<file path="config.mk">
export PLATFORM = sky130hd
export DESIGN_NAME = vga_sync_monitor
export DESIGN_NICKNAME = d
export VERILOG_FILES = /design/src/rtl/vga_timing_pkg.sv /design/src/rtl/sync_edge_det.sv /design/src/rtl/vga_sync_monitor.sv
export SDC_FILE = /design/constraint.sdc
export NUM_CORES = 1
export LEC_CHECK = 0
export CAP_MARGIN = 5
export CORE_ASPECT_RATIO = 1.5
export CORE_UTILIZATION = 30
export DETAILED_ROUTE_END_ITERATION = 7
export PLACE_DENSITY_LB_ADDON = 0.15
export SLEW_MARGIN = 20
export SYNTH_ARGS = -nofsm -noshare
export SYNTH_HDL_FRONTEND = slang
export SYNTH_SLANG_ARGS = --single-unit
</file>
<file path="constraint.sdc">
create_clock -name board_clk -period 4.8 [get_ports board_clk]
set_input_delay 0.96 -clock board_clk [delete_from_list [all_inputs] [get_ports board_clk]]
set_output_delay 0.96 -clock board_clk [all_outputs]
set_load 0.05 [all_outputs]
</file>
<file path="src/rtl/vga_timing_pkg.sv">
`timescale 1ns/1ps
`default_nettype none
// +--------------------------------------------------------------------------+
// | vga_timing_pkg : 640x480@60 timing defaults shared with the display      |
// |                  controller, plus sync-monitor FSM encodings.            |
// | Revision: 1.0                                                            |
// +--------------------------------------------------------------------------+
package vga_timing_pkg;

  localparam int H_TOTAL_DEF = 800;
  localparam int H_SYNC_DEF  = 96;
  localparam int V_TOTAL_DEF = 525;
  localparam logic SYNC_ACT_DEF = 1'b0;

  localparam logic [1:0] ST_SEARCH  = 2'd0;
  localparam logic [1:0] ST_MEASURE = 2'd1;
  localparam logic [1:0] ST_LOCKED  = 2'd2;

  localparam logic [10:0] CNT_MAX = 11'h7FF;

  function automatic logic [10:0] sat_inc11(input logic [10:0] v);
    return (v == CNT_MAX) ? v : v + 11'd1;
  endfunction

endpackage
`default_nettype wire

</file>
<file path="src/rtl/sync_edge_det.sv">
`timescale 1ns/1ps
`default_nettype none
// +--------------------------------------------------------------------------+
// | sync_edge_det : 2-flop synchroniser with leading/trailing edge pulses.   |
// | Revision: 1.0                                                            |
// +--------------------------------------------------------------------------+
module sync_edge_det #(
  parameter logic ACT = 1'b0
) (
  input  logic board_clk,
  input  logic Reset,
  input  logic i_async,
  output logic o_active,
  output logic o_lead,
  output logic o_trail
);

  logic r_meta;
  logic r_sync;
  logic r_prev;

  // Flops reset to the inactive level so release never fakes an edge
  always_ff @(posedge board_clk or posedge Reset) begin
    if (Reset) begin
      r_meta <= ~ACT;
      r_sync <= ~ACT;
      r_prev <= ~ACT;
    end else begin
      r_meta <= i_async;
      r_sync <= r_meta;
      r_prev <= r_sync;
    end
  end

  assign o_active = (r_sync == ACT);
  assign o_lead   = o_active && (r_prev != ACT);
  assign o_trail  = !o_active && (r_prev == ACT);

endmodule
`default_nettype wire

</file>
<file path="src/rtl/vga_sync_monitor.sv">
`timescale 1ns/1ps
`default_nettype none
// +--------------------------------------------------------------------------+
// | vga_sync_monitor : recovers VGA coordinates from sync edges, measures    |
// |                    line/frame timing and declares lock.                  |
// | Revision: 1.0                                                            |
// +--------------------------------------------------------------------------+
module vga_sync_monitor
  import vga_timing_pkg::*;
#(
  parameter int   H_TOTAL     = H_TOTAL_DEF,
  parameter int   H_SYNC      = H_SYNC_DEF,
  parameter int   V_TOTAL     = V_TOTAL_DEF,
  parameter logic SYNC_ACT    = SYNC_ACT_DEF,
  parameter int   LOCK_FRAMES = 2
) (
  input  logic        board_clk,
  input  logic        Reset,
  input  logic        pix_ce,
  input  logic        hSync,
  input  logic        vSync,
  input  logic        bright,
  output logic [9:0]  rx_hc,
  output logic [9:0]  rx_vc,
  output logic        locked,
  output logic [10:0] line_len,
  output logic [7:0]  hsync_w,
  output logic [10:0] frame_len,
  output logic        frame_stb,
  output logic        err_stb,
  output logic [7:0]  err_count
);

  localparam logic [10:0] c_H_TOTAL = 11'(H_TOTAL);
  localparam logic [7:0]  c_H_SYNC  = 8'(H_SYNC);
  localparam logic [10:0] c_V_TOTAL = 11'(V_TOTAL);
  localparam logic [3:0]  c_LOCK    = 4'(LOCK_FRAMES);

  logic w_h_act, w_h_lead, w_h_trail;
  logic w_v_act, w_v_lead, w_v_trail_unused;
  logic w_b_act, w_b_lead_unused, w_b_trail_unused;

  sync_edge_det #(.ACT(SYNC_ACT)) u_hs (
    .board_clk(board_clk), .Reset(Reset), .i_async(hSync),
    .o_active(w_h_act), .o_lead(w_h_lead), .o_trail(w_h_trail));
  sync_edge_det #(.ACT(SYNC_ACT)) u_vs (
    .board_clk(board_clk), .Reset(Reset), .i_async(vSync),
    .o_active(w_v_act), .o_lead(w_v_lead), .o_trail(w_v_trail_unused));
  sync_edge_det #(.ACT(1'b1)) u_br (
    .board_clk(board_clk), .Reset(Reset), .i_async(bright),
    .o_active(w_b_act), .o_lead(w_b_lead_unused), .o_trail(w_b_trail_unused));

  logic [10:0] r_hcnt, r_vcnt, r_line_len, r_frame_len;
  logic [7:0]  r_wcnt, r_hsync_w, r_err_count;
  logic [1:0]  r_state;
  logic [3:0]  r_good;
  logic        r_line_armed, r_frame_bad, r_blank_hit, r_frame_stb, r_err_stb;

  logic w_checking, w_sat_viol, w_line_viol, w_frame_viol, w_blank_raw, w_blank_viol, w_viol;

  assign w_checking   = (r_state != ST_SEARCH);
  // Fires once, on the pixel that drives the H counter into saturation
  assign w_sat_viol   = pix_ce && !w_h_lead && (r_hcnt == CNT_MAX - 11'd1);
  assign w_line_viol  = w_checking && w_h_lead && r_line_armed &&
                        ((r_hcnt != c_H_TOTAL) || (r_hsync_w != c_H_SYNC));
  assign w_frame_viol = w_checking && w_v_lead && (r_vcnt != c_V_TOTAL);
  assign w_blank_raw  = w_b_act && (w_h_act || w_v_act);
  assign w_blank_viol = w_checking && w_blank_raw && (!r_blank_hit || w_h_lead);
  assign w_viol       = w_sat_viol || w_line_viol || w_frame_viol || w_blank_viol;

  always_ff @(posedge board_clk or posedge Reset) begin
    if (Reset) begin
      r_hcnt       <= '0;
      r_vcnt       <= '0;
      r_line_len   <= '0;
      r_frame_len  <= '0;
      r_wcnt       <= '0;
      r_hsync_w    <= '0;
      r_err_count  <= '0;
      r_line_armed <= 1'b0;
      r_blank_hit  <= 1'b0;
      r_frame_stb  <= 1'b0;
      r_err_stb    <= 1'b0;
    end else begin
      if (w_h_lead) begin
        r_line_len <= r_hcnt;
        r_hcnt     <= '0;
      end else if (pix_ce) begin
        r_hcnt <= sat_inc11(r_hcnt);
      end

      if (w_h_trail) begin
        r_hsync_w <= r_wcnt;
        r_wcnt    <= '0;
      end else if (w_h_act && pix_ce && (r_wcnt != 8'hFF)) begin
        r_wcnt <= r_wcnt + 8'd1;
      end

      // A coincident vSync edge takes priority and drops the line count
      if (w_v_lead) begin
        r_frame_len <= r_vcnt;
        r_vcnt      <= '0;
      end else if (w_h_lead) begin
        r_vcnt <= sat_inc11(r_vcnt);
      end

      if (!w_checking)   r_line_armed <= 1'b0;
      else if (w_h_lead) r_line_armed <= 1'b1;

      if (w_h_lead)         r_blank_hit <= w_blank_raw;
      else if (w_blank_raw) r_blank_hit <= 1'b1;

      r_frame_stb <= w_v_lead;
      r_err_stb   <= w_viol;
      if (w_viol && (r_err_count != 8'hFF)) r_err_count <= r_err_count + 8'd1;
    end
  end

  always_ff @(posedge board_clk or posedge Reset) begin
    if (Reset) begin
      r_state     <= ST_SEARCH;
      r_good      <= '0;
      r_frame_bad <= 1'b0;
    end else begin
      case (r_state)
        ST_SEARCH: begin
          if (w_v_lead) begin
            r_state     <= ST_MEASURE;
            r_good      <= '0;
            r_frame_bad <= 1'b0;
          end
        end
        ST_MEASURE: begin
          if (w_sat_viol) begin
            r_state <= ST_SEARCH;
          end else if (w_v_lead) begin
            r_frame_bad <= 1'b0;
            if (w_viol || r_frame_bad) begin
              r_good <= '0;
            end else begin
              r_good <= r_good + 4'd1;
              if (r_good + 4'd1 == c_LOCK) r_state <= ST_LOCKED;
            end
          end else if (w_viol) begin
            r_frame_bad <= 1'b1;
            r_good      <= '0;
          end
        end
        ST_LOCKED: begin
          if (w_viol) r_state <= ST_SEARCH;
        end
        default: r_state <= ST_SEARCH;
      endcase
    end
  end

  assign rx_hc     = r_hcnt[9:0];
  assign rx_vc     = r_vcnt[9:0];
  assign locked    = (r_state == ST_LOCKED);
  assign line_len  = r_line_len;
  assign hsync_w   = r_hsync_w;
  assign frame_len = r_frame_len;
  assign frame_stb = r_frame_stb;
  assign err_stb   = r_err_stb;
  assign err_count = r_err_count;

endmodule
`default_nettype wire

</file>
==> metrics <==
most frequent cells in the layout=81 x dfrtp_1, 73 x nand2_1, 66 x clkdlybuf4s50_1; Reg area=2180 µm²; proportion of layout cells with a drive suffix above 1=0.0965; mean routed wirelength per cell=13.9 µm; CP top delay family=buffers and inverters; clk_lat worst skew=0.34 ns; fin crit period=2.75 ns; CTS buffer count=9; clk root buf=clkbuf_16; Mapped Area=around 4100 µm²; Post-CTS Hold Fix Bufs=0; number of synthesized flops with an enable pin=0; Final Hold Fails=0; transition time of the tightest slew-check pin=between 0.9 and 1 ns; Fin Hold WS=roughly 0.36 ns; Antenna Cells=0; post-synthesis async set-or-reset flop share=1.00; RSZ-0062 raised after global routing=false; final wirelength=~8.6 mm; first-pass GRT wire length=about 15 mm; vias in the first global route=2955; Multi-input gate area=1650 µm²; Final Cycle Share=0.573; initial antenna violation count=0; Synth area leaders=dfrtp_1 49%, nand2_1 6.7%, dfstp_2 3.8%, buf_4 3.7%, nor2_1 3.5%; Die H=145 µm; outcome=finished clean; Std-Cell Rows=52; Layout Nets=about 470; first-pass detailed-route iteration total=4; max-cap viol count=0; critical path class=register to output port; Detail Route Antenna Nets=0; critical path startpoint category=register; Clock transition at path regs=0.06 ns; r2r startpoint=u_hs.r_prev; Net Count, Synth=416; Total Neg Setup Slack=0 ns; grt ovf=0; most common flop cell mapped by yosys=dfrtp_1; vias per cell=approximately 4.7; clock buffer depth=2; Min-Delay Startpoint=u_vs.r_meta; Final Skew=roughly 0.006 ns; crit-path cells=nor2b_1, clkdlybuf4s50_1; peak fanout along the critical path=6; FILL cells=1349; Remaining DRCs=0; Placer Congestion=0.734; data arrival time of the worst path=1.79 ns; number of synthesized register bits=87; Worst slew margin=0.340; R2R cell count=7; PwrDens=433 nW/µm²; Design Power=about 2200 µW; Peak supply drop=144 µV; estimated wirelength of the detail-placed design=5.93 mm; sequential fraction of the synthesis area=0.533; Setup crit end kind=output port; Yosys cell types=54; Syn Area/Cell=10.2 µm²; Warnings, synthesis=0; hold worst-path end=u_vs.r_sync; worst reg2reg path endpoint=err_count[1]; vias post-DR=2924; Slew Limit Fails=0; Hold Crit Depth=0; CORE AREA=13400 µm²; Post-CTS Setup Repair Bufs=0; Initial Util=0.306; Port Buf Inserts=66; DIE AREA=14100 µm²; I/O pin count=67; largest net degree at the start of global routing=37; # clock sinks=87; P_leak=between 0.002 and 0.0025 µW; initial drt markers=107; commonest non-fill, non-tap cell in the layout=dfrtp_1; top-area cell type share of the netlist area=0.495; H-tree lvl count=3; FF-to-FF setup slack=2.09 ns; highest clock rate=~360 MHz; WP data required=~3.8 ns; die span in x=97.4 µm; gr usage total=0.131; Worst Hold Class=register to register; Syn-to-layout area delta=23.8%; cts repair resizes=0; Synth area leader=dfrtp_1; Final setup viols=0; synthesized instance count=401; CTS tree=yes; sum of buffers and inverters on the critical path=1; Slowest-stage cell, CP=clkdlybuf4s50_1; delay of the slowest cell on the worst path=0.84 ns
-- cell type report --
cell class / count / area share
timing repair buffer: 70 / 0.136
tap: 162 / 0.0399
clock inverter: 3 / 0.00838
inverter: 13 / 0.00986
sequential: 87 / 0.430
clock buffer: 13 / 0.0493
multi-input combinational: 270 / 0.326
-- metal layers --
metal  vias to the layer above  global-route usage  routed length, µm
li1                       1447                   -                  -
met1                      1425               0.163               3830
met2                        42               0.219               4320
met3                        10              0.0255                246
met4                         0              0.0588                181
met5                         -                   0                  0
-- cell usage after synthesis (2+ instances only) --
master,count
nand2b_1,3
and4_1,3
or4b_1,3
nor2b_1,6
nor4b_1,3
o21ai_0,11
nand4_1,9
inv_1,12
nor3_2,2
clkbuf_1,7
nor3_1,7
xor2_1,11
a41oi_1,3
a31oi_1,3
dfrtp_1,81
nand2_1,73
buf_6,3
a211o_1,2
ha_1,9
mux2_2,11
nand3_1,11
xnor2_1,15
dfstp_2,6
nor2_1,38
buf_4,20
a211oi_1,2
a21oi_1,10
mux2i_1,2
and3_1,7
or3_1,4
-- where the power goes --
group	total [µW]	switching [µW]	internal (µW)	leakage (µW)
combinational	583	374	210	0.000946
clock	702	284	418	0.000140
sequential	912	90.8	821	0.00115
-- cells by family (layout without fill, tap and decap cells) --
family / Yosys count / after routing / synth area share
AO/OA/AOI/OAI: 42 / 42 / 0.0684
flip-flops: 87 / 87 / 0.533
adder cells (fa/ha/maj): 9 / 9 / 0.0275
XOR/XNOR: 26 / 26 / 0.0556
buffers and inverters: 44 / 99 / 0.0641
AND/OR/NAND/NOR: 179 / 179 / 0.214
multiplexers: 14 / 14 / 0.0379
-- per-stage QoR --
stage / std cells / util / instance area, µm² / worst slack (ns)
global placement: 602 / 0.357 / 4780 / 1.80
detailed placement: 602 / 0.357 / 4780 / 1.70
CTS: 618 / 0.379 / 5070 / 2.02
finish: 618 / 0.379 / 5070 / 2.05
floorplan: 401 / - / 4100 / 1.60
global route: 618 / 0.379 / 5070 / 1.86
-- worst max path at each step --
stage	start	endpoint	depth (start not counted)
finish	r_state[1]	locked	2
global route	u_hs.r_prev	err_count[1]	7
CTS	r_state[1]	locked	2
detailed placement	pix_ce	err_count[1]	6
global placement	pix_ce	err_count[1]	6
floorplan	Reset	err_count[0]	1
-- sequential cells by signal, summed over array words and instances, names as in the netlist, 2 cells and up --
register / count
line_len: 11
hsync_w: 8
r_vcnt: 11
r_good: 4
r_state: 2
r_hcnt: 11
err_count: 8
frame_len: 11
r_wcnt: 8
No activity file was read; power rests on OpenSTA's default activity.
